===== config.mk =====
export PLATFORM = sky130hd
export DESIGN_NAME = dbg_host_bridge
export DESIGN_NICKNAME = d
export VERILOG_FILES = /design/src/rtl/dbg_host_bridge_pkg.sv /design/src/rtl/dbg_reply_ser.sv /design/src/rtl/dbg_host_bridge.sv
export SDC_FILE = /design/constraint.sdc
export NUM_CORES = 1
export LEC_CHECK = 0
export ABC_AREA = 1
export CORE_ASPECT_RATIO = 1.75
export CORE_MARGIN = 2
export CORE_UTILIZATION = 35
export CTS_BUF_LIST = sky130_fd_sc_hd__clkbuf_8
export DETAILED_ROUTE_END_ITERATION = 8
export PLACE_DENSITY = 0.63
export SLEW_MARGIN = 5
export SYNTH_ARGS = -nofsm -noshare
export SYNTH_HDL_FRONTEND = slang
export SYNTH_SLANG_ARGS = --single-unit
export TNS_END_PERCENT = 100

===== constraint.sdc =====
create_clock -name clk -period 4.05 [get_ports clk]
set_input_delay 0.6075 -clock clk [delete_from_list [all_inputs] [get_ports clk]]
set_output_delay 0.6075 -clock clk [all_outputs]
set_load 0.1 [all_outputs]

===== src/rtl/dbg_host_bridge_pkg.sv =====
// dbg_host_bridge_pkg: state encodings and command codes shared with the debugger controller
package dbg_host_bridge_pkg;
  typedef enum logic [2:0] {
    ST_IDLE,
    ST_PARAM,
    ST_ISSUE,
    ST_CAPTURE,
    ST_SEND
  } state_e;
  localparam logic [7:0] CMD_STOP      = 8'h01;
  localparam logic [7:0] CMD_SET_BP    = 8'h85;
  localparam logic [7:0] CMD_READ_REG  = 8'h86;
  localparam logic [7:0] CMD_READ_IMEM = 8'h8C;
  localparam logic [7:0] CMD_QUERY     = 8'h0E;
  localparam int PARAM_BIT = 7;
endpackage


===== src/rtl/dbg_reply_ser.sv =====
// dbg_reply_ser: 32-bit word to little-endian byte stream with valid/ready
module dbg_reply_ser (
  input  logic        clk,
  input  logic        rst,
  input  logic        load_i,
  input  logic [31:0] word_i,
  input  logic        ready_i,
  output logic [7:0]  data_o,
  output logic        valid_o,
  output logic        last_o
);
  logic [31:0] word_q;
  logic [1:0]  idx_q;
  logic        valid_q;
  assign data_o  = word_q[{idx_q, 3'b000} +: 8];
  assign valid_o = valid_q;
  assign last_o  = valid_q && ready_i && idx_q == 2'd3;
  // load a word, then step through its bytes on each accepted handshake
  always_ff @(posedge clk) begin
    if (rst) begin
      word_q  <= '0;
      idx_q   <= '0;
      valid_q <= 1'b0;
    end else if (load_i) begin
      word_q  <= word_i;
      idx_q   <= '0;
      valid_q <= 1'b1;
    end else if (valid_q && ready_i) begin
      idx_q   <= idx_q + 2'd1;
      valid_q <= idx_q != 2'd3;
    end
  end
endmodule


===== src/rtl/dbg_host_bridge.sv =====
// dbg_host_bridge: assembles UART bytes into debugger commands and returns 4-byte replies
module dbg_host_bridge
  import dbg_host_bridge_pkg::*;
#(
  parameter int TIMEOUT_CYCLES = 1000000,
  parameter int CNT_W          = 20
) (
  input  logic        clk,
  input  logic        rst,
  input  logic [7:0]  rx_data,
  input  logic        rx_valid,
  output logic [7:0]  tx_data,
  output logic        tx_valid,
  input  logic        tx_ready,
  output logic [7:0]  host_cmd,
  output logic [31:0] host_param,
  output logic        host_cmd_en,
  input  logic [31:0] host_result,
  output logic        overrun
);
  state_e           state_q;
  logic [7:0]       cmd_q;
  logic [23:0]      param_q;
  logic [1:0]       idx_q;
  logic [CNT_W-1:0] cnt_q;
  logic [7:0]       host_cmd_q;
  logic [31:0]      host_param_q;
  logic             host_cmd_en_q;
  logic             overrun_q;
  logic             ser_last;
  logic             busy;
  assign busy        = state_q inside {ST_ISSUE, ST_CAPTURE, ST_SEND};
  assign host_cmd    = host_cmd_q;
  assign host_param  = host_param_q;
  assign host_cmd_en = host_cmd_en_q;
  assign overrun     = overrun_q;
  // command framing FSM; host_cmd/host_param only change when a command is issued
  always_ff @(posedge clk) begin
    if (rst) begin
      state_q       <= ST_IDLE;
      cmd_q         <= '0;
      param_q       <= '0;
      idx_q         <= '0;
      cnt_q         <= '0;
      host_cmd_q    <= '0;
      host_param_q  <= '0;
      host_cmd_en_q <= 1'b0;
      overrun_q     <= 1'b0;
    end else begin
      host_cmd_en_q <= 1'b0;
      case (state_q)
        ST_IDLE: if (rx_valid) begin
          cmd_q <= rx_data;
          idx_q <= '0;
          cnt_q <= '0;
          if (rx_data[PARAM_BIT]) state_q <= ST_PARAM;
          else begin
            host_cmd_q    <= rx_data;
            host_param_q  <= '0;
            host_cmd_en_q <= 1'b1;
            state_q       <= ST_ISSUE;
          end
        end
        ST_PARAM: if (rx_valid) begin
          cnt_q <= '0;
          if (idx_q == 2'd3) begin
            host_cmd_q    <= cmd_q;
            host_param_q  <= {rx_data, param_q};
            host_cmd_en_q <= 1'b1;
            state_q       <= ST_ISSUE;
          end else begin
            param_q <= {rx_data, param_q[23:8]};
            idx_q   <= idx_q + 2'd1;
          end
        end else if (cnt_q == CNT_W'(TIMEOUT_CYCLES - 1)) state_q <= ST_IDLE;
        else cnt_q <= cnt_q + 1'b1;
        ST_ISSUE:   state_q <= ST_CAPTURE;
        ST_CAPTURE: state_q <= ST_SEND;
        ST_SEND:    if (ser_last) state_q <= ST_IDLE;
        default:    state_q <= ST_IDLE;
      endcase
      if (rx_valid && busy) overrun_q <= 1'b1;
    end
  end
  dbg_reply_ser u_ser (
    .clk     (clk),
    .rst     (rst),
    .load_i  (state_q == ST_CAPTURE),
    .word_i  (host_result),
    .ready_i (tx_ready),
    .data_o  (tx_data),
    .valid_o (tx_valid),
    .last_o  (ser_last)
  );
endmodule


==> results.json <==
{
  "maxCapViolCount": 0,
  "diodes": 0,
  "power.density_nw_per_um2": 458,
  "end_kind": "output pin",
  "synth_nets": 868,
  "timing.rr.start": "state_q[1]",
  "relSlewSlack": 0.315,
  "synthFlopType": "dfxtp_1",
  "grt-ovfl-total": 0,
  "maxSlewViolCount": 0,
  "drive_gt1_frac": 0.0650,
  "cts_tree": "built",
  "ctsResizeCount": 0,
  "worst_r2r_path_depth": 6,
  "grt_pass1_wl_um": 25000,
  "wire_per_inst_um": 14.0,
  "rsz0062_at_grt": "no",
  "clk_transition_reported_paths_ns": 0.08,
  "r2r-end": "u_ser.idx_q[1]",
  "endpoint": "tx_data[3]",
  "stdcell_count": 1100,
  "area_growth_pct": 23.6,
  "ant_nets": 0,
  "avgSynthCellArea_um2": 7.04,
  "tightest_slew_ns": 1.02,
  "numCtsBuffers": 17,
  "post-route-period-util": 0.843,
  "ys_warn_count": 0,
  "rows": 62,
  "rrSetupSlack_ns": 1.84,
  "critical_path_required_ns": 3.44,
  "drc": 0,
  "portBuffers": 94,
  "grt_usage": 0.180,
  "cts_hold_buf": 0,
  "holdCritStartpoint": "cmd_q[5]",
  "crit_path_start": "u_ser.idx_q[0]",
  "antenna_found_initial": 0,
  "cts_root_buf": "clkbuf_8",
  "yosys-top-cells-area": "dfxtp_1 (46%), nand2_1 (9.7%), nor2_1 (9.7%), o21ai_0 (8.0%), a21oi_1 (6.8%)",
  "cts_max_level": 4,
  "peakVddDrop_uv": 240,
  "async_flop_share": 0,
  "gp_congestion": 0.923,
  "cts_setup_buffers": 0,
  "die_h_um": 174,
  "synth_top_cell_by_area": "dfxtp_1",
  "synth_edf_count": 0,
  "muxShareOfSynthArea": 0,
  "worstSetupPathType": "reg2out",
  "finalHoldViolations": 0,
  "hold_ws_ns": 0.452,
  "status": "finished, final reports clean",
  "leakagePower_nw": 2.71,
  "ys_ff_latch": 134,
  "dr.pass1.iters": 5,
  "dp_hpwl_um": 10500,
  "routed_wl_um": 15500,
  "fill_cells": 1711,
  "synth_compound_area_frac": 0.165,
  "synth.distinct_cells": 34,
  "finalClockSkew_ns": 0.0172,
  "critical_path.max_fanout": 19,
  "synth_top_family_by_area": "simple AND/OR/NAND/NOR gates",
  "yosys.area_share.simple": 0.287,
  "grt_max_degree": 65,
  "vias_per_cell": 4.97,
  "chipWidth_um": 101,
  "synth_xor_area_frac": 0.00152,
  "grt_pass1_vias": 5228,
  "fmaxAchievable_ghz": 0.293,
  "setup_viol": 0,
  "clk_latency_ns": 0.44,
  "dr.first_iter.drc_count": 209,
  "finish.net_count": 942,
  "clock-sinks": 134,
  "period_minus_slack_ns": 3.41,
  "syn_area_um2": 5780,
  "synth_fa_ha_area_frac": 0.00650,
  "via_count": 5464,
  "yosysSeqAreaShare": 0.464,
  "netlist_instances": 821,
  "dp_cells": 1068,
  "die_area_um2": 17600,
  "hold_path_class": "reg2reg",
  "cp-start-kind": "flip-flop",
  "core_um2": 16300,
  "synth_top_area_share": 0.464,
  "arrival_ns": 2.81,
  "fin_tns_setup_ns": 0,
  "cts_buffer_depth": 2,
  "finalPower_mw": 3.27,
  "pin_count": 95,
  "start_util": 0.355
}
## cells in the mapped netlist, drive strengths merged (2+ instances only)
library cell,instances
inv,61
a21oi,79
ha,3
clkbuf,25
nand2,153
nand4,15
nor2,156
nand3,59
or2,2
nor3,4
o22ai,9
dfxtp,134
buf,20
o21ai,94
## per-stage QoR
step	setup slack [ns]	util	cell area, um^2
6_report	0.636	0.439	7140
3_3_place_gp	1.15	0.416	6780
5_1_grt	0.427	0.439	7140
2_1_floorplan	0.996	-	5780
3_5_place_dp	1.09	0.416	6780
4_1_cts	0.617	0.439	7140
## final cells by class
type	count	area [um^2]	share of cell area
multi-input cells	580	2660	0.372
flip-flops and latches	134	2680	0.375
repair buffers	100	966	0.135
clock buffers	17	234	0.0327
well taps	192	240	0.0336
inverters	62	233	0.0326
clock inverters	15	129	0.0180
## registers in the layout (all words and copies together), names as in the netlist, 2 cells and up
register,flops
state_q,3
host_cmd,8
host_param,32
cmd_q,8
u_ser.word_q,32
idx_q,2
u_ser.idx_q,2
param_q,24
cnt_q,20
## worst max-delay path, stage by stage (launching register included)
cell and delay, ns:
dfxtp_1 0.69, inv_1 0.36, o21ai_0 0.24, o22ai_1 0.11
clkdlybuf4s50_1 0.98
## power by group
group / leakage (nW) / total [mW] / internal [mW] / switching [mW]
Clock: 0.190 / 1.04 / 0.487 / 0.551
Combinational: 1.44 / 0.755 / 0.198 / 0.557
Sequential: 1.09 / 1.48 / 1.41 / 0.0639
Total: 2.71 / 3.27 / 2.10 / 1.17
## kinds of logic (layout without fill, tap and decap cells)
family                   after synthesis  in the layout
AO/OA/AOI/OAI                        186            186
XOR/XNOR                               1              1
adder cells (fa/ha/maj)                3              3
buffers and inverters                107            194
flip-flops                           134            134
AND/OR/NAND/NOR                      390            390
## placed cells by master, fill, tap and decap left out, drive strengths merged
master,count
nand3,59
clkdlybuf4s50,87
buf,13
ha,3
nand4,15
xor2,1
inv,67
nor3,4
clkinv,7
a2111oi,1
o22ai,9
or2,2
o21bai,1
o21ai,94
a211oi,1
clkinvlp,2
a22oi,1
nor2,156
nand3b,1
nand2,153
dfxtp,134
clkbuf,17
bufinv,1
a21oi,79
## layer usage
metal / up-vias / track usage / wire (um)
met4: 0 / 0.0811 / 327
li1: 2831 / - / -
met2: 126 / 0.312 / 8210
met1: 2480 / 0.206 / 6280
met5: - / 0 / 0
met3: 27 / 0.0398 / 629
## worst min-delay path by stage
stage	cells past startpoint	slack, ns	to
floorplan	2	0.42	cmd_q[4]
CTS	2	0.45	cmd_q[5]
global placement	2	0.43	cmd_q[6]
global route	2	0.47	cmd_q[5]
finish	2	0.45	cmd_q[5]
detailed placement	2	0.44	cmd_q[5]
Note: power is estimated with default switching activity, not from simulation.
